## config.mk

```make
export PLATFORM = sky130hd
export DESIGN_NAME = game_physics_flat
export DESIGN_NICKNAME = d
export VERILOG_FILES = /design/src/rtl/game_physics_if.sv /design/src/rtl/game_physics.sv /design/src/flat_wrapper.sv
export SDC_FILE = /design/constraint.sdc
export NUM_CORES = 1
export LEC_CHECK = 0
export ABC_AREA = 1
export BUFFER_PORTS_ARGS = -buffer_cell sky130_fd_sc_hd__clkbuf_2
export CAP_MARGIN = 20
export CORE_ASPECT_RATIO = 0.7
export CORE_MARGIN = 8
export CORE_UTILIZATION = 40
export CTS_BUF_LIST = sky130_fd_sc_hd__clkbuf_8
export DETAILED_ROUTE_END_ITERATION = 8
export GPL_ROUTABILITY_DRIVEN = 0
export PLACE_DENSITY = 0.62
export SETUP_SLACK_MARGIN = 0.05
export SLEW_MARGIN = 0
export SYNTH_ARGS = -nofsm -noshare
export SYNTH_HDL_FRONTEND = slang
export SYNTH_SLANG_ARGS = --single-unit
```

## constraint.sdc

```tcl
create_clock -name clk_vga -period 4.1 [get_ports clk_vga]
set_clock_uncertainty 0.1 [all_clocks]
set_input_delay 0.205 -clock clk_vga [delete_from_list [all_inputs] [get_ports clk_vga]]
set_output_delay 0.205 -clock clk_vga [all_outputs]
set_load 0.005 [all_outputs]
```

## src/rtl/game_physics_if.sv

```systemverilog
// Pong game-state bus: frame tick and button inputs in, pad/ball/score state out.
// Latency: none, plain wires between the frame source and the physics engine.
// Backpressure: none; the engine samples inputs only on frame_tick and never stalls.
interface game_physics_if;
  logic       frame_tick;
  logic       btn_left_up;
  logic       btn_left_down;
  logic       btn_right_up;
  logic       btn_right_down;
  logic       btn_start;
  logic [8:0] pad_left;
  logic [8:0] pad_right;
  logic [9:0] ball_x;
  logic [8:0] ball_y;
  logic [3:0] score_left;
  logic [3:0] score_right;
  logic       point_left;
  logic       point_right;
  logic       game_over;

  // Frame source / controller side.
  modport master (
    output frame_tick, btn_left_up, btn_left_down, btn_right_up, btn_right_down, btn_start,
    input  pad_left, pad_right, ball_x, ball_y, score_left, score_right,
    input  point_left, point_right, game_over
  );

  // Physics engine side.
  modport slave (
    input  frame_tick, btn_left_up, btn_left_down, btn_right_up, btn_right_down, btn_start,
    output pad_left, pad_right, ball_x, ball_y, score_left, score_right,
    output point_left, point_right, game_over
  );
endinterface

```

## src/rtl/game_physics.sv

```systemverilog
// Per-frame pong engine: pads, ball, scores and the serve/play/game-over sequencing.
// Latency: all outputs registered, updated one clock after a sampled frame_tick.
// Backpressure: none; every frame_tick (even back-to-back) is a complete update.
module game_physics #(
  parameter int SCREEN_WIDTH  = 640,
  parameter int SCREEN_HEIGHT = 480,
  parameter int PAD_DISTANCE  = 16,
  parameter int PAD_WIDTH     = 8,
  parameter int PAD_HEIGHT    = 64,
  parameter int BALL_SIZE     = 8,
  parameter int PAD_SPEED     = 4,
  parameter int BALL_SPEED    = 4,
  parameter int SERVE_FRAMES  = 60,
  parameter int WIN_SCORE     = 3
) (
  input logic           clk_vga,
  input logic           rst,
  game_physics_if.slave gp
);

  // Geometry, pre-sized to the coordinate widths so every compare is same-width unsigned.
  localparam logic [8:0] PMIN   = 9'(PAD_HEIGHT / 2);
  localparam logic [8:0] PMAX   = 9'(SCREEN_HEIGHT - PAD_HEIGHT / 2);
  localparam logic [8:0] PSPD   = 9'(PAD_SPEED);
  localparam logic [8:0] TY     = 9'(BALL_SIZE / 2);
  localparam logic [8:0] BY     = 9'(SCREEN_HEIGHT - 1 - BALL_SIZE / 2);
  localparam logic [8:0] BSPD_Y = 9'(BALL_SPEED);
  localparam logic [9:0] BSPD_X = 10'(BALL_SPEED);
  localparam logic [9:0] LX     = 10'(PAD_DISTANCE + PAD_WIDTH + BALL_SIZE / 2);
  localparam logic [9:0] RX     = 10'(SCREEN_WIDTH - (PAD_DISTANCE + PAD_WIDTH + BALL_SIZE / 2));
  localparam logic [9:0] XMIN   = 10'(BALL_SIZE / 2);
  localparam logic [9:0] XMAX   = 10'(SCREEN_WIDTH - 1 - BALL_SIZE / 2);
  localparam logic [8:0] HIT    = 9'(PAD_HEIGHT / 2 + BALL_SIZE / 2);
  localparam logic [9:0] CX     = 10'(SCREEN_WIDTH / 2);
  localparam logic [8:0] CY     = 9'(SCREEN_HEIGHT / 2);
  localparam logic [3:0] WIN    = 4'(WIN_SCORE);

  localparam int CW = (SERVE_FRAMES < 1) ? 1 : $clog2(SERVE_FRAMES + 1);
  localparam logic [CW-1:0] SERVE_INIT = CW'(SERVE_FRAMES);

  typedef enum logic [1:0] {
    ST_SERVE = 2'd0,
    ST_PLAY  = 2'd1,
    ST_OVER  = 2'd2
  } state_t;

  state_t        state_q, state_d;
  logic [CW-1:0] serve_cnt_q, serve_cnt_d;
  logic [8:0]    pad_left_q, pad_left_d;
  logic [8:0]    pad_right_q, pad_right_d;
  logic [9:0]    ball_x_q, ball_x_d;
  logic [8:0]    ball_y_q, ball_y_d;
  logic          dx_q, dx_d;       // 1: moving right (+x)
  logic          dy_q, dy_d;       // 1: moving down (+y)
  logic [3:0]    score_left_q, score_left_d;
  logic [3:0]    score_right_q, score_right_d;
  logic          point_left_q, point_left_d;
  logic          point_right_q, point_right_d;
  logic          game_over_q, game_over_d;

  logic          miss_left;        // ball passed the left pad: right scores
  logic          miss_right;       // ball passed the right pad: left scores
  logic          near_left;
  logic          near_right;

  // One pad step; the low-side test is done before subtracting so it never wraps.
  function automatic logic [8:0] pad_step(input logic [8:0] pad, input logic up, input logic dn);
    logic [8:0] r;
    r = pad;
    if (up && !dn) begin
      r = (pad < PMIN + PSPD) ? PMIN : pad - PSPD;
    end else if (dn && !up) begin
      r = (pad > PMAX - PSPD) ? PMAX : pad + PSPD;
    end
    return r;
  endfunction

  function automatic logic [8:0] abs_diff(input logic [8:0] a, input logic [8:0] b);
    return (a >= b) ? (a - b) : (b - a);
  endfunction

  // Pad overlap uses the pad and ball positions held before this tick.
  assign near_left  = (abs_diff(ball_y_q, pad_left_q)  < HIT);
  assign near_right = (abs_diff(ball_y_q, pad_right_q) < HIT);

  // Pads move on every tick regardless of game state.
  always_comb begin
    pad_left_d  = pad_left_q;
    pad_right_d = pad_right_q;
    if (gp.frame_tick) begin
      pad_left_d  = pad_step(pad_left_q,  gp.btn_left_up,  gp.btn_left_down);
      pad_right_d = pad_step(pad_right_q, gp.btn_right_up, gp.btn_right_down);
    end
  end

  // Game state machine: serve countdown, ball flight with bounces, scoring, restart.
  always_comb begin
    state_d       = state_q;
    serve_cnt_d   = serve_cnt_q;
    ball_x_d      = ball_x_q;
    ball_y_d      = ball_y_q;
    dx_d          = dx_q;
    dy_d          = dy_q;
    score_left_d  = score_left_q;
    score_right_d = score_right_q;
    point_left_d  = 1'b0;
    point_right_d = 1'b0;
    miss_left     = 1'b0;
    miss_right    = 1'b0;

    if (gp.frame_tick) begin
      unique case (state_q)
        ST_SERVE: begin
          ball_x_d = CX;
          ball_y_d = CY;
          if (serve_cnt_q != '0) begin
            serve_cnt_d = serve_cnt_q - CW'(1);
          end else begin
            state_d = ST_PLAY;
          end
        end

        ST_PLAY: begin
          // Vertical: clamp to the wall and reflect.
          if (dy_q) begin
            if (ball_y_q > BY - BSPD_Y) begin
              ball_y_d = BY;
              dy_d     = 1'b0;
            end else begin
              ball_y_d = ball_y_q + BSPD_Y;
            end
          end else begin
            if (ball_y_q < TY + BSPD_Y) begin
              ball_y_d = TY;
              dy_d     = 1'b1;
            end else begin
              ball_y_d = ball_y_q - BSPD_Y;
            end
          end

          // Horizontal: pad face crossing with overlap reflects, else the edge is a miss.
          if (!dx_q) begin
            if ((ball_x_q >= LX) && (ball_x_q < LX + BSPD_X) && near_left) begin
              ball_x_d = LX;
              dx_d     = 1'b1;
            end else if (ball_x_q < XMIN + BSPD_X) begin
              miss_left = 1'b1;
            end else begin
              ball_x_d = ball_x_q - BSPD_X;
            end
          end else begin
            if ((ball_x_q <= RX) && (ball_x_q > RX - BSPD_X) && near_right) begin
              ball_x_d = RX;
              dx_d     = 1'b0;
            end else if (ball_x_q > XMAX - BSPD_X) begin
              miss_right = 1'b1;
            end else begin
              ball_x_d = ball_x_q + BSPD_X;
            end
          end

          // A point recentres the ball and serves toward the loser; dy is left as it was.
          if (miss_right) begin
            score_left_d = score_left_q + 4'd1;
            point_left_d = 1'b1;
            ball_x_d     = CX;
            ball_y_d     = CY;
            dx_d         = 1'b1;
            dy_d         = dy_q;
            serve_cnt_d  = SERVE_INIT;
            state_d      = (score_left_q + 4'd1 == WIN) ? ST_OVER : ST_SERVE;
          end else if (miss_left) begin
            score_right_d = score_right_q + 4'd1;
            point_right_d = 1'b1;
            ball_x_d      = CX;
            ball_y_d      = CY;
            dx_d          = 1'b0;
            dy_d          = dy_q;
            serve_cnt_d   = SERVE_INIT;
            state_d       = (score_right_q + 4'd1 == WIN) ? ST_OVER : ST_SERVE;
          end
        end

        ST_OVER: begin
          ball_x_d = CX;
          ball_y_d = CY;
          if (gp.btn_start) begin
            score_left_d  = 4'd0;
            score_right_d = 4'd0;
            dx_d          = 1'b1;
            dy_d          = 1'b1;
            serve_cnt_d   = SERVE_INIT;
            state_d       = ST_SERVE;
          end
        end

        default: begin
          state_d = ST_SERVE;
        end
      endcase
    end

    game_over_d = (state_d == ST_OVER);
  end

  // State register; reset asynchronously restores the power-on game.
  always_ff @(posedge clk_vga or negedge rst) begin
    if (!rst) begin
      state_q       <= ST_SERVE;
      serve_cnt_q   <= SERVE_INIT;
      pad_left_q    <= CY;
      pad_right_q   <= CY;
      ball_x_q      <= CX;
      ball_y_q      <= CY;
      dx_q          <= 1'b1;
      dy_q          <= 1'b1;
      score_left_q  <= 4'd0;
      score_right_q <= 4'd0;
      point_left_q  <= 1'b0;
      point_right_q <= 1'b0;
      game_over_q   <= 1'b0;
    end else begin
      state_q       <= state_d;
      serve_cnt_q   <= serve_cnt_d;
      pad_left_q    <= pad_left_d;
      pad_right_q   <= pad_right_d;
      ball_x_q      <= ball_x_d;
      ball_y_q      <= ball_y_d;
      dx_q          <= dx_d;
      dy_q          <= dy_d;
      score_left_q  <= score_left_d;
      score_right_q <= score_right_d;
      point_left_q  <= point_left_d;
      point_right_q <= point_right_d;
      game_over_q   <= game_over_d;
    end
  end

  assign gp.pad_left    = pad_left_q;
  assign gp.pad_right   = pad_right_q;
  assign gp.ball_x      = ball_x_q;
  assign gp.ball_y      = ball_y_q;
  assign gp.score_left  = score_left_q;
  assign gp.score_right = score_right_q;
  assign gp.point_left  = point_left_q;
  assign gp.point_right = point_right_q;
  assign gp.game_over   = game_over_q;

endmodule
```

## src/flat_wrapper.sv

```systemverilog
// flat-port wrapper written by rule: the top's interface ports become plain ports
module game_physics_flat 
#(
  parameter int SCREEN_WIDTH  = 640,
  parameter int SCREEN_HEIGHT = 480,
  parameter int PAD_DISTANCE  = 16,
  parameter int PAD_WIDTH     = 8,
  parameter int PAD_HEIGHT    = 64,
  parameter int BALL_SIZE     = 8,
  parameter int PAD_SPEED     = 4,
  parameter int BALL_SPEED    = 4,
  parameter int SERVE_FRAMES  = 60,
  parameter int WIN_SCORE     = 3
)
  (clk_vga, rst, gp_frame_tick, gp_btn_left_up, gp_btn_left_down, gp_btn_right_up, gp_btn_right_down, gp_btn_start, gp_pad_left, gp_pad_right, gp_ball_x, gp_ball_y, gp_score_left, gp_score_right, gp_point_left, gp_point_right, gp_game_over);
  game_physics_if gp_i ();
  input logic clk_vga;
  input logic rst;
  input wire logic [$bits(gp_i.frame_tick)-1:0] gp_frame_tick;
  input wire logic [$bits(gp_i.btn_left_up)-1:0] gp_btn_left_up;
  input wire logic [$bits(gp_i.btn_left_down)-1:0] gp_btn_left_down;
  input wire logic [$bits(gp_i.btn_right_up)-1:0] gp_btn_right_up;
  input wire logic [$bits(gp_i.btn_right_down)-1:0] gp_btn_right_down;
  input wire logic [$bits(gp_i.btn_start)-1:0] gp_btn_start;
  output wire logic [$bits(gp_i.pad_left)-1:0] gp_pad_left;
  output wire logic [$bits(gp_i.pad_right)-1:0] gp_pad_right;
  output wire logic [$bits(gp_i.ball_x)-1:0] gp_ball_x;
  output wire logic [$bits(gp_i.ball_y)-1:0] gp_ball_y;
  output wire logic [$bits(gp_i.score_left)-1:0] gp_score_left;
  output wire logic [$bits(gp_i.score_right)-1:0] gp_score_right;
  output wire logic [$bits(gp_i.point_left)-1:0] gp_point_left;
  output wire logic [$bits(gp_i.point_right)-1:0] gp_point_right;
  output wire logic [$bits(gp_i.game_over)-1:0] gp_game_over;
  assign gp_i.frame_tick = gp_frame_tick;
  assign gp_i.btn_left_up = gp_btn_left_up;
  assign gp_i.btn_left_down = gp_btn_left_down;
  assign gp_i.btn_right_up = gp_btn_right_up;
  assign gp_i.btn_right_down = gp_btn_right_down;
  assign gp_i.btn_start = gp_btn_start;
  assign gp_pad_left = gp_i.pad_left;
  assign gp_pad_right = gp_i.pad_right;
  assign gp_ball_x = gp_i.ball_x;
  assign gp_ball_y = gp_i.ball_y;
  assign gp_score_left = gp_i.score_left;
  assign gp_score_right = gp_i.score_right;
  assign gp_point_left = gp_i.point_left;
  assign gp_point_right = gp_i.point_right;
  assign gp_game_over = gp_i.game_over;
  game_physics #(.SCREEN_WIDTH(SCREEN_WIDTH), .SCREEN_HEIGHT(SCREEN_HEIGHT), .PAD_DISTANCE(PAD_DISTANCE), .PAD_WIDTH(PAD_WIDTH), .PAD_HEIGHT(PAD_HEIGHT), .BALL_SIZE(BALL_SIZE), .PAD_SPEED(PAD_SPEED), .BALL_SPEED(BALL_SPEED), .SERVE_FRAMES(SERVE_FRAMES), .WIN_SCORE(WIN_SCORE)) u_core (.clk_vga(clk_vga), .rst(rst), .gp(gp_i));
endmodule
```

; Yosys cells after proc, flatten, opt, wreduce, memory -nomap -nowiden
; Cells that the tools add are included.
[word_totals]
ff_bits = 58
word_cells = 160
[classes]
eq_ne = 14
add_sub_neg = 15
muxes = 73
n_reduce_logical = 29
order_cmp = 16
[op_table]
columns = op, n
row1 = 2-to-1 mux 9 bit, 15
row2 = 2-to-1 mux 10 bit, 7
row3 = less-than comparator 9 x 6 -> 1 bit (second input constant), 4
row4 = subtractor 9 bit, 4
row5 = 2-to-1 mux 1 bit, 28
row6 = adder 9 x 3 -> 9 bit (second input constant), 3
row7 = > comparator 9 bit (second input constant), 3
row8 = subtractor 9 x 3 -> 9 bit (second input constant), 3
row9 = 2-to-1 mux 6 bit, 4
row10 = > comparator 10 bit (second input constant), 2
row11 = case mux 10 bit (2 select lines), 1
row12 = >= comparator 9 bit, 2
row13 = case mux 6 bit (3 select lines), 1
row14 = case mux 9 bit (2 select lines), 1
row15 = 2-to-1 mux 4 bit, 4
row16 = case mux 4 bit (2 select lines), 2
row17 = AND reduction 5 bit, 3
row18 = 2-to-1 mux 2 bit, 7
row19 = adder 10 x 3 -> 10 bit (second input constant), 1
row20 = >= comparator 10 x 5 -> 1 bit (second input constant), 1
row21 = less-or-equal comparator 10 bit (second input constant), 1
row22 = less-than comparator 10 x 4 -> 1 bit (second input constant), 1
row23 = less-than comparator 10 x 6 -> 1 bit (second input constant), 1
row24 = subtractor 10 x 3 -> 10 bit (second input constant), 1
row25 = 23 further kinds, 47

; Logic depth before layout (Yosys ltp)
; Gate-level depths: netlist (run 1).
[logic_depth]
ltp_word = 13
mapped_depth = 21

; Worst setup path before layout (run 1)
; Ideal clock, no wire load.
[synth_timing]
kind = register to register
from = reg u_core.ball_y_q[7], in the netlist u_core.gp.ball_y[7]
to = reg u_core.dx_q
synth_period_minus_slack_ps = 2516
required_time_ps = 3924
path_stages_with_launch = 18
arrival_time_ps = 2340
slack_ps = 1584
n_path_buf = 1
path_cell_list = dfstp_2 clkbuf_1 inv_1 ha_1 nand2_1 inv_1 nand2_1 nor2_1 nor2_1 nand3_1 nand3_1 nand3_1 nor2_2 nand4_2 nand2_1 nand2_1 nand2_1 nand2_1
[synth_via]
elab_chain_cells = 11
word_cells_on_any_way = 26
cone_classes = add/sub: 4 / order compare: 4 / mux: 16 / reduce/logical: 2
[synth_lines]
columns = item, line_no
row1 = start: declaration, game_physics.sv:52  ; logic [8:0] ball_y_q, ball_y_d;
row2 = start signal: assignment, game_physics.sv:228  ; ball_y_q <= ball_y_d;
row3 = subtractor 9 bit or >= comparator 9 bit (tied branches), game_physics.sv:79  ; return (a >= b) ? (a - b) : (b - a);
row4 = 2-to-1 mux 9 bit, game_physics.sv:79
row5 = less-than comparator 9 x 6 -> 1 bit, game_physics.sv:83  ; assign near_left = (abs_diff(ball_y_q, pad_left_q) < HIT);
row6 = logical AND 1 bit, game_physics.sv:143  ; if ((ball_x_q >= LX) && (ball_x_q < LX + BSPD_X) && near_left) begin
row7 = 2-to-1 mux 1 bit, game_physics.sv:143
row8 = 2-to-1 mux 1 bit, game_physics.sv:142  ; if (!dx_q) begin
row9 = 2-to-1 mux 1 bit, game_physics.sv:112  ; unique case (state_q)
row10 = 2-to-1 mux 1 bit, game_physics.sv:111  ; if (gp.frame_tick) begin
row11 = 2-to-1 mux 1 bit, game_physics.sv:172  ; end else if (miss_left) begin
row12 = 2-to-1 mux 1 bit *, game_physics.sv:163  ; if (miss_right) begin
row13 = case mux 1 bit (2 select lines) *, game_physics.sv:112
row14 = end signal: assignment, game_physics.sv:215  ; dx_q <= 1'b1;
row15 = end signal: assignment, game_physics.sv:229  ; dx_q <= dx_d;
row16 = end: declaration, game_physics.sv:53  ; logic dx_q, dx_d;
; Every way passes the cells marked *; elsewhere a longest branch is shown, timed or not. The select of a mux whose other input is x is not followed.
; A chain may end at the register's enable or synchronous reset.

; Worst setup path in the final report (run 1)
[layout_timing]
from = reg u_core.ball_y_q[2], in the netlist u_core.gp.ball_y[2]
to = reg u_core.ball_x_q[2], in the netlist u_core.gp.ball_x[2]
[layout_via]
elab_chain_cells = 11
word_cells_on_any_way = 29
cone_classes = add/sub: 4 / order compare: 4 / eq/ne: 2 / mux: 16 / reduce/logical: 3
[layout_lines]
columns = item, line_no
row1 = subtractor 9 bit or >= comparator 9 bit (tied branches), game_physics.sv:79
row2 = 2-to-1 mux 9 bit, game_physics.sv:79
row3 = less-than comparator 9 x 6 -> 1 bit, game_physics.sv:83
row4 = logical AND 1 bit, game_physics.sv:143
row5 = 2-to-1 mux 1 bit, game_physics.sv:143
row6 = 2-to-1 mux 1 bit, game_physics.sv:142
row7 = 2-to-1 mux 1 bit, game_physics.sv:112
row8 = 2-to-1 mux 1 bit, game_physics.sv:111
row9 = 2-to-1 mux 10 bit, game_physics.sv:172
row10 = 2-to-1 mux 10 bit, game_physics.sv:163
row11 = case mux 10 bit (2 select lines), game_physics.sv:112
row12 = end signal: assignment, game_physics.sv:227  ; ball_x_q <= ball_x_d;
row13 = end: declaration, game_physics.sv:51  ; logic [9:0] ball_x_q, ball_x_d;
; Several ways; a longest one is shown, not always the timed one. The select of a mux whose other input is x is not followed.

==> run summary, run 1 <==
status = complete, no violations
synth-to-layout area growth = 8.39%
first-pass GRT wire length = 25600 um
sequential-to-total area share from yosys stat = 0.244
Max-Cap Viols = 0
Yosys cell types = 52
leading cell type in the layout, fill and taps excluded = nand2_1
asr flop ratio synth = 1.00
fmax = 319 MHz
DRC = 0
combinational fraction of design power = 0.674
GRT Residual Overflow = 0
largest net degree at the start of global routing = 52
Post-DP HPWL = 11800 um
DR WL/cell = 15.2 um
Clock Pin Slew Worst Setup and Hold Paths = 0.11 ns
crit-path cells = inv_1 > ha_1 > ha_1 > o21ai_0 > nand2_1 > nand2_1 > nand2_1 > inv_1 > nand2_1 > nand2_1 > inv_1 > nand3_1 > nand2_1 > nand2_1 > nand2_1 > nand2_1 > nand2_1 > nand2_1 > nand2_1
Die H = 113 um
post-CTS sizing = 0
Period Utilization, post-route = 0.764
Clock Sinks = 51
initial antenna violation count = 0
I/O pin total = 56
die area = 17400 um2
antenna cells = 0
headroom to the max-slew limit = 0.527
Main synth FF type = dfrtp_1
Worst Setup SP = u_core.gp.ball_y[2]
Synth Cell Area = 5340 um2
Final Net Count = 887
Final setup viols = 0
vias in the first global route = 4852
most used cell, CP = nand2_1
CTS tree = done
area occupied by multi-input gates = 3450 um2
FILL cells = 1344
Post-CTS Setup Bufs = 0
Slowest cell on crit path = dfrtp_1
routed vias/inst = 5.26
Fin. Hold Viols = 0
Clock Latency Late Sink = 0.31 ns
Inserted Clock Buffers = 5
# rows = 35
Reg area = 1300 um2
Internal = 0.00185 W
Switching Share = 0.550
gr usage total = 0.178
Max FO, Critical Path = 11
crit-path max cell delay = 0.65 ns
Initial DRT Pass Iterations = 5
clk root buf = clkbuf_8
PwrDens = 712 nW/um2
critical path class = register to register
RSZ-0062 raised after global routing = false
Syn. warnings = 0
Least-Margin Pin Slew = 0.710 ns
CP required = 4.22 ns
Psw = 0.00227 W
crit start category = register
final period demand of the worst path = 3.13 ns
die width = 154 um
most frequent cells in the layout = nand2_1, inv_1, nand3_1
Worst Hold Class = primary input to register
Clk network pwr share = 0.076
Post-synth EDFFs = 0
Syn Inst Count = 780
Antenna Nets Post-Route = 0
Mean Syn Cell Area = 6.84 um2
register bit count reported by yosys = 51
ratio of cells with drive above 1 in the final layout = 0.142
worst vdd ir = 0.000260 V
FF-to-FF Start = u_core.gp.ball_y[2]
hold_buf cts = 1
Flop pwr share = 0.250
DR iter-0 viols = 419
leakage = 2.97 nW
I/O Buffers = 49
final wirelength = 15100 um
H-tree depth = 2
initial core utilization = 0.408
Fin Setup TNS = 0 ns
clock tree buffer depth = 2
CP Data Arrival Time = 3.25 ns
Setup crit end kind = register
final max-slew violation count = 0
Tot Pwr = 0.00412 W
Vias = 5212
core box area = 13100 um2
min-delay src = gp_frame_tick
## path summary, 6_finish.rpt
check                      slack, ns  cells past startpoint                endpoint
hold / removal                  0.06                      2       u_core.state_q[0]
setup reg to reg                0.97                     19     u_core.gp.ball_x[2]
max in group asynchronous       2.98                      3     u_core.gp.ball_x[4]
setup / recovery                0.97                     19     u_core.gp.ball_x[2]
hold reg to reg                 0.41                      2   u_core.serve_cnt_q[2]
min in group asynchronous       0.45                      3  u_core.gp.pad_right[8]
## Yosys cell counts, types with 3 or more instances
cell	number	area (um2)
clkbuf_1	5	18.8
nand2_2	8	50.1
xor2_1	32	280
nand4_1	15	93.8
xnor2_1	3	26.3
o21a_1	4	30.0
a21oi_1	36	180
nor2_1	58	218
nand3_1	67	335
o211ai_1	4	30.0
o22ai_1	9	56.3
nor3_1	9	45.0
inv_2	6	22.5
a31oi_1	5	31.3
a22oi_1	3	22.5
inv_1	116	435
or2_2	4	25.0
dfrtp_1	31	776
o21ai_0	50	250
nand2_1	178	668
buf_2	5	25.0
o21ai_1	7	35.0
dfstp_2	20	526
nor2_2	6	37.5
a21oi_2	3	26.3
ha_1	54	676
buf_4	9	67.6
## state kept, by name, indices dropped and copies added, names as in the netlist, 2 cells and up
signal	count
u_core.gp.ball_x	8
u_core.gp.ball_y	8
u_core.gp.pad_left	7
u_core.gp.pad_right	7
u_core.serve_cnt_q	6
u_core.gp.score_left	4
u_core.gp.score_right	4
u_core.state_q	2
## worst max-delay path, delay by kind of cell, from the launching register on
family	cells	cell delay (ns)
compound gates	1	0.24
fa+ha+maj	2	0.65
simple gates	13	0.99
flops	1	0.65
buf+inv	3	0.40
## per-layer routing
metal	vias to the layer above	wire [um]	global-route usage
met1	2365	8170	0.284
li1	2622	-	-
met4	0	61	0.0267
met5	-	0	0
met2	221	5640	0.240
met3	4	1210	0.0311
## logic make-up after synthesis
kind of cell | synth area share
AO/OA/AOI/OAI | 0.149
XOR/XNOR | 0.0574
adder cells (fa/ha/maj) | 0.134
buffers and inverters | 0.113
flip-flops | 0.244
other | 0.000703
AND/OR/NAND/NOR | 0.302
## stage by stage
| step | util | std cells | hold WS [ns] | cell area (um2) | setup slack, ns |
|---|---|---|---|---|---|
| after floorplan | - | 785 | -0.191 | 5360 | 1.58 |
| after global placement | 0.434 | 981 | 0.292 | 5690 | 1.02 |
| after detailed placement | 0.434 | 981 | 0.297 | 5690 | 1.02 |
| after CTS | 0.442 | 990 | 0.0340 | 5780 | 0.985 |
| after global routing | 0.442 | 990 | 0.0396 | 5780 | 0.691 |
| final | 0.442 | 990 | 0.0636 | 5780 | 0.967 |
## area by class of cell
| cell class | count | share of cell area |
|---|---|---|
| clock inverters | 3 | 0.00281 |
| flip-flops and latches | 51 | 0.225 |
| multi-input cells | 589 | 0.597 |
| well taps | 166 | 0.0359 |
| inverters | 124 | 0.0809 |
| repair buffers | 52 | 0.0467 |
| clock buffers | 5 | 0.0119 |
## power by group through the flow
stage          Clock (W)  Combinational [W]  Sequential [W]
6_report        0.000312            0.00278         0.00103
5_1_grt         0.000339            0.00317         0.00107
4_1_cts         0.000325            0.00275         0.00102
3_5_place_dp           0            0.00273         0.00103
3_3_place_gp           0            0.00276         0.00103
2_1_floorplan          0            0.00212        0.000921
Note: power is estimated with default switching activity, not from simulation.
==> inputs of run 2 (changes only) <==
Settings changed: ABC_AREA 1 to 0.
Clock period 4.1 ns to 3.3 ns, I/O delays scaled along.
==> run summary, run 2 <==
Clock Latency Late Sink = 0.32 ns
sequential-to-total area share from yosys stat = 0.248
PwrDens = 857 nW/um2
Min-Delay Path Depth = 3
top-count cell post-synth = nand2_1
Max FO, Critical Path = 7
Yosys cell types = 86
Yosys top cell by area = dfrtp_1
clk root buf = clkbuf_8
headroom to the max-slew limit = 0.436
vias in the first global route = 4952
Slowest cell on crit path = dfstp_2
routed vias/inst = 5.91
post-place setup slack = 0.111 ns
Main synth FF type = dfrtp_1
Fin Setup TNS = 0 ns
DR iter-0 viols = 350
post-route setup slack = 0.175 ns
crit-path cells = inv_1 > ha_1 > nand2_1 > nor2_2 > a21oi_4 > or3_1 > a311oi_2 > o2111ai_4 > a21o_1 > a31oi_1
DRC = 0
RSZ-0062 raised after global routing = false
initial core utilization = 0.404
Synth Cell Area = 5250 um2
critical path class = register to register
ratio of cells with drive above 1 in the final layout = 0.193
Clock Pin Slew Worst Setup and Hold Paths = 0.12 ns
Post-synth EDFFs = 0
Final setup viols = 0
Final Net Count = 766
I/O Buffers = 49
Initial DRT Pass Iterations = 6
Synth area leaders = dfrtp_1, ha_1, dfstp_2, a21oi_1, nand2_1
FF-to-FF path depth = 10
register bit count reported by yosys = 51
GRT Residual Overflow = 0
die width = 153 um
Clock Sinks = 51
largest net degree at the start of global routing = 23
final max-slew violation count = 0
CP required = 3.44 ns
CTS tree = done
Synth top cells by count = nand2_1, ha_1, a21oi_1
asr flop ratio synth = 1.00
Die H = 112 um
core box area = 13000 um2
Synth top area share = 0.148
most frequent cells in the layout = nand2_1, a21oi_1, ha_1
Least-Margin Pin Slew = 0.839 ns
H-tree depth = 2
fmax = 320 MHz
CP Data Arrival Time = 3.27 ns
leakage = 2.58 nW
Post-DP HPWL = 11600 um
die area = 17100 um2
antenna cells = 0
status = complete, no violations
DR WL/cell = 17.4 um
gr usage total = 0.175
first-pass GRT wire length = 25100 um
crit-path max cell delay = 0.54 ns
Max-Cap Viols = 0
Mean Syn Cell Area = 8.10 um2
worst vdd ir = 0.000287 V
crit start category = register
Syn. warnings = 0
final wirelength = 15100 um
synth-to-layout area growth = 11.8%
Worst Hold Class = primary input to register
# rows = 35
Inserted Clock Buffers = 5
Syn Inst Count = 648
Antenna Nets Post-Route = 0
leading cell type in the layout, fill and taps excluded = nand2_1
Fin. Hold Viols = 0
Setup crit end kind = register
final period demand of the worst path = 3.13 ns
initial antenna violation count = 0
Vias = 5134
clock tree buffer depth = 2
Period Utilization, post-route = 0.947
I/O pin total = 56
FILL cells = 1285
-- run 2: changes by cell type in the layout (fill, tap and decap cells not counted), sizes merged, moves of 12 or more --
cell / delta
a21oi: +17
buf: +19
inv: -79
nand2: -129
nand3: -48
nor2: -22
nor3: +20
o31ai: +12
xor2: -23
-- run 2: layout make-up --
type	count	area, um2	area share
tap	166	208	0.0354
multi-input combinational	529	3680	0.628
clock inverter	3	27.5	0.00469
timing repair buffer	71	413	0.0704
clock buffer	5	68.8	0.0117
sequential	51	1300	0.222
inverter	44	165	0.0281
-- run 2: where the power goes --
| group | total (W) | switching, W | internal, W | leakage, nW |
|---|---|---|---|---|
| Combinational | 0.00342 | 0.00201 | 0.00142 | 1.94 |
| Clock | 0.000403 | 0.000246 | 0.000157 | 0.0463 |
| Sequential | 0.00120 | 0.000328 | 0.000877 | 0.591 |
-- run 2: metrics by stage --
stage	total power (W)	util	hold WS, ns	cells	instance area, um2
floorplan	0.00353	-	-0.231	653	5270
global placement	0.00437	0.437	0.0871	859	5680
detailed placement	0.00444	0.437	0.0940	859	5680
CTS	0.00487	0.445	0.0987	868	5780
global route	0.00548	0.451	0.139	869	5870
finish	0.00503	0.451	0.120	869	5870
-- run 2: logic make-up after synthesis --
logic type,count (synthesis),share of synthesized area
AO/OA/AOI/OAI,219,0.285
AND/OR/NAND/NOR,218,0.209
buffers and inverters,73,0.0684
adder cells (fa/ha/maj),56,0.136
flip-flops,51,0.248
XOR/XNOR,18,0.0300
multiplexers,12,0.0236
other,1,0.000714
-- run 2: timing repair --
item                                   4_1_cts  5_1_grt
hold buffers                                 1        0
endpoints found under the hold margin       12        0
setup endpoints to repair                    0        7
buffers inserted                             0        1
gates resized for setup                      0       15
-- run 2: metal layers --
metal,up-vias,track usage,routed length (um)
met3,17,0.0302,918
li1,2481,-,-
met2,194,0.275,6760
met5,-,0,0
met4,0,0.0368,131
met1,2442,0.245,7320
-- run 2: path summary, 6_finish.rpt --
path                       slack [ns]                  start                 endpoint
max reg2reg                      0.17    u_core.gp.ball_y[7]      u_core.gp.ball_x[2]
min reg2reg                      0.44  u_core.serve_cnt_q[3]    u_core.serve_cnt_q[3]
min in group asynchronous        0.28                    rst  u_core.gp.score_left[3]
max in group asynchronous        2.06                    rst    u_core.gp.pad_left[6]
min                              0.12          gp_frame_tick    u_core.gp.point_right
max                              0.17    u_core.gp.ball_y[7]      u_core.gp.ball_x[2]
-- run 2: critical path, delay by kind of cell (launching register included) --
kind	cells	cell delay, ns
AOI/OAI and AO/OA	5	1.05
adders and majority gates	1	0.41
and+or+nand+nor	3	0.84
DFF	1	0.54
buffers and inverters	1	0.11
==> inputs of run 3 (changes only) <==
Settings changed: RECOVER_POWER set to 50.
==> run summary, run 3 (same netlist as run 2, synthesis figures left out) <==
vias in the first global route = 4952
Initial DRT Pass Iterations = 5
FILL cells = 1290
Vias = 5149
first-pass GRT wire length = 25100 um
Top delay family on crit path = compound AO/OA/AOI/OAI gates
critical path class = register to register
Clock Latency Late Sink = 0.32 ns
die width = 153 um
min-delay src = gp_frame_tick
DR WL/cell = 17.4 um
die area = 17100 um2
most frequent cells in the layout = nand2_1, a21oi_1, ha_1
leading cell type in the layout, fill and taps excluded = nand2_1
Final setup viols = 0
RR Endpoint = u_core.gp.ball_x[2]
worst vdd ir = 0.000288 V
GRT Residual Overflow = 0
Period Utilization, post-route = 0.946
antenna cells = 0
Crit path buffers/inverters = 1
headroom to the max-slew limit = 0.155
Antenna Nets Post-Route = 0
CP Data Arrival Time = 3.26 ns
r2r setup slk = 0.18 ns
crit-path cells = inv_1 > ha_1 > nand2_1 > nor2_2 > a21oi_4 > or3_1 > a311oi_2 > o2111ai_4 > a21o_1 > a31oi_1
PwrDens = 860 nW/um2
clock tree buffer depth = 2
crit start category = register
largest net degree at the start of global routing = 23
final wirelength = 15200 um
I/O pin total = 56
Tot Pwr = 0.00502 W
Max-Cap Viols = 0
Worst Hold Class = primary input to register
final max-slew violation count = 0
status = complete, no violations
H-tree depth = 2
Hold Path Sink = u_core.gp.point_right
RSZ-0062 raised after global routing = false
clk root buf = clkbuf_8
Max FO, Critical Path = 7
core box area = 13000 um2
WP depth = 10
leakage = 2.52 nW
Inserted Clock Buffers = 5
Clock Sinks = 51
synth-to-layout area growth = 11.1%
crit-path max cell delay = 0.54 ns
Die H = 112 um
Fin Setup TNS = 0 ns
gr usage total = 0.175
post-route setup slack = 0.178 ns
Slowest cell on crit path = dfstp_2
CP required = 3.44 ns
fmax = 320 MHz
Reg area = 1300 um2
routed vias/inst = 5.93
final core utilization = 0.449
FF-to-FF path depth = 10
FF-to-FF Start = u_core.gp.ball_y[7]
initial core utilization = 0.404
post-place setup slack = 0.111 ns
Setup crit end kind = register
Post-DP HPWL = 11600 um
# rows = 35
DRC = 0
DR iter-0 viols = 346
ratio of cells with drive above 1 in the final layout = 0.168
area occupied by multi-input gates = 3680 um2
Least-Margin Pin Slew = 1.27 ns
Clock Pin Slew Worst Setup and Hold Paths = 0.12 ns
CTS tree = done
Min-Delay Path Depth = 3
Worst Setup SP = u_core.gp.ball_y[7]
final period demand of the worst path = 3.12 ns
initial antenna violation count = 0
I/O Buffers = 49
Final Net Count = 766
Fin. Hold Viols = 0
## run 3: power by group
| part | total, W | leakage (nW) | internal (W) | switching [W] |
|---|---|---|---|---|
| clock | 0.000402 | 0.0463 | 0.000157 | 0.000246 |
| combinational | 0.00341 | 1.89 | 0.00140 | 0.00201 |
| sequential | 0.00121 | 0.591 | 0.000875 | 0.000331 |
| total | 0.00502 | 2.52 | 0.00243 | 0.00259 |
## run 3: metrics by stage
step	area, um2	instances	hold WS (ns)
finish	5830	869	0.113
detailed placement	5680	859	0.0940
CTS	5780	868	0.0987
global route	5830	869	0.139
floorplan	5270	653	-0.231
global placement	5680	859	0.0871
## run 3: how the worst max path moves through the flow
stage / to / slack (ns)
2_1_floorplan: u_core.gp.ball_x[4] / 0.05
3_3_place_gp: u_core.gp.ball_x[4] / 0.21
3_5_place_dp: u_core.gp.ball_x[3] / 0.11
4_1_cts: u_core.gp.ball_x[3] / 0.1
5_1_grt: u_core.gp.ball_x[3] / 0.05
6_report: u_core.gp.ball_x[2] / 0.18
## run 3: area by class of cell
| class | instances | area share |
|---|---|---|
| timing repair buffer | 71 | 0.0650 |
| clock inverter | 3 | 0.00472 |
| tap | 166 | 0.0356 |
| clock buffer | 5 | 0.0118 |
| sequential | 51 | 0.223 |
| multi-input combinational | 529 | 0.631 |
| inverter | 44 | 0.0283 |
## run 3: timing repair
action	CTS	global route
gates resized for setup	0	15
buffers inserted	0	1
hold buffers	1	0
endpoints found under the setup margin	0	7
endpoints found under the hold margin	12	0
## run 3: worst min-delay path: cells and delay by family
kind	cells	cell delay, ns
and+or+nand+nor	2	0.14
buffers and inverters	1	0.21
## run 3: layer usage
layer / vias up / wire length (um) / track usage
li1: 2490 / - / -
met1: 2454 / 7400 / 0.245
met2: 190 / 6700 / 0.275
met3: 15 / 933 / 0.0302
met4: 0 / 119 / 0.0368
met5: - / 0 / 0
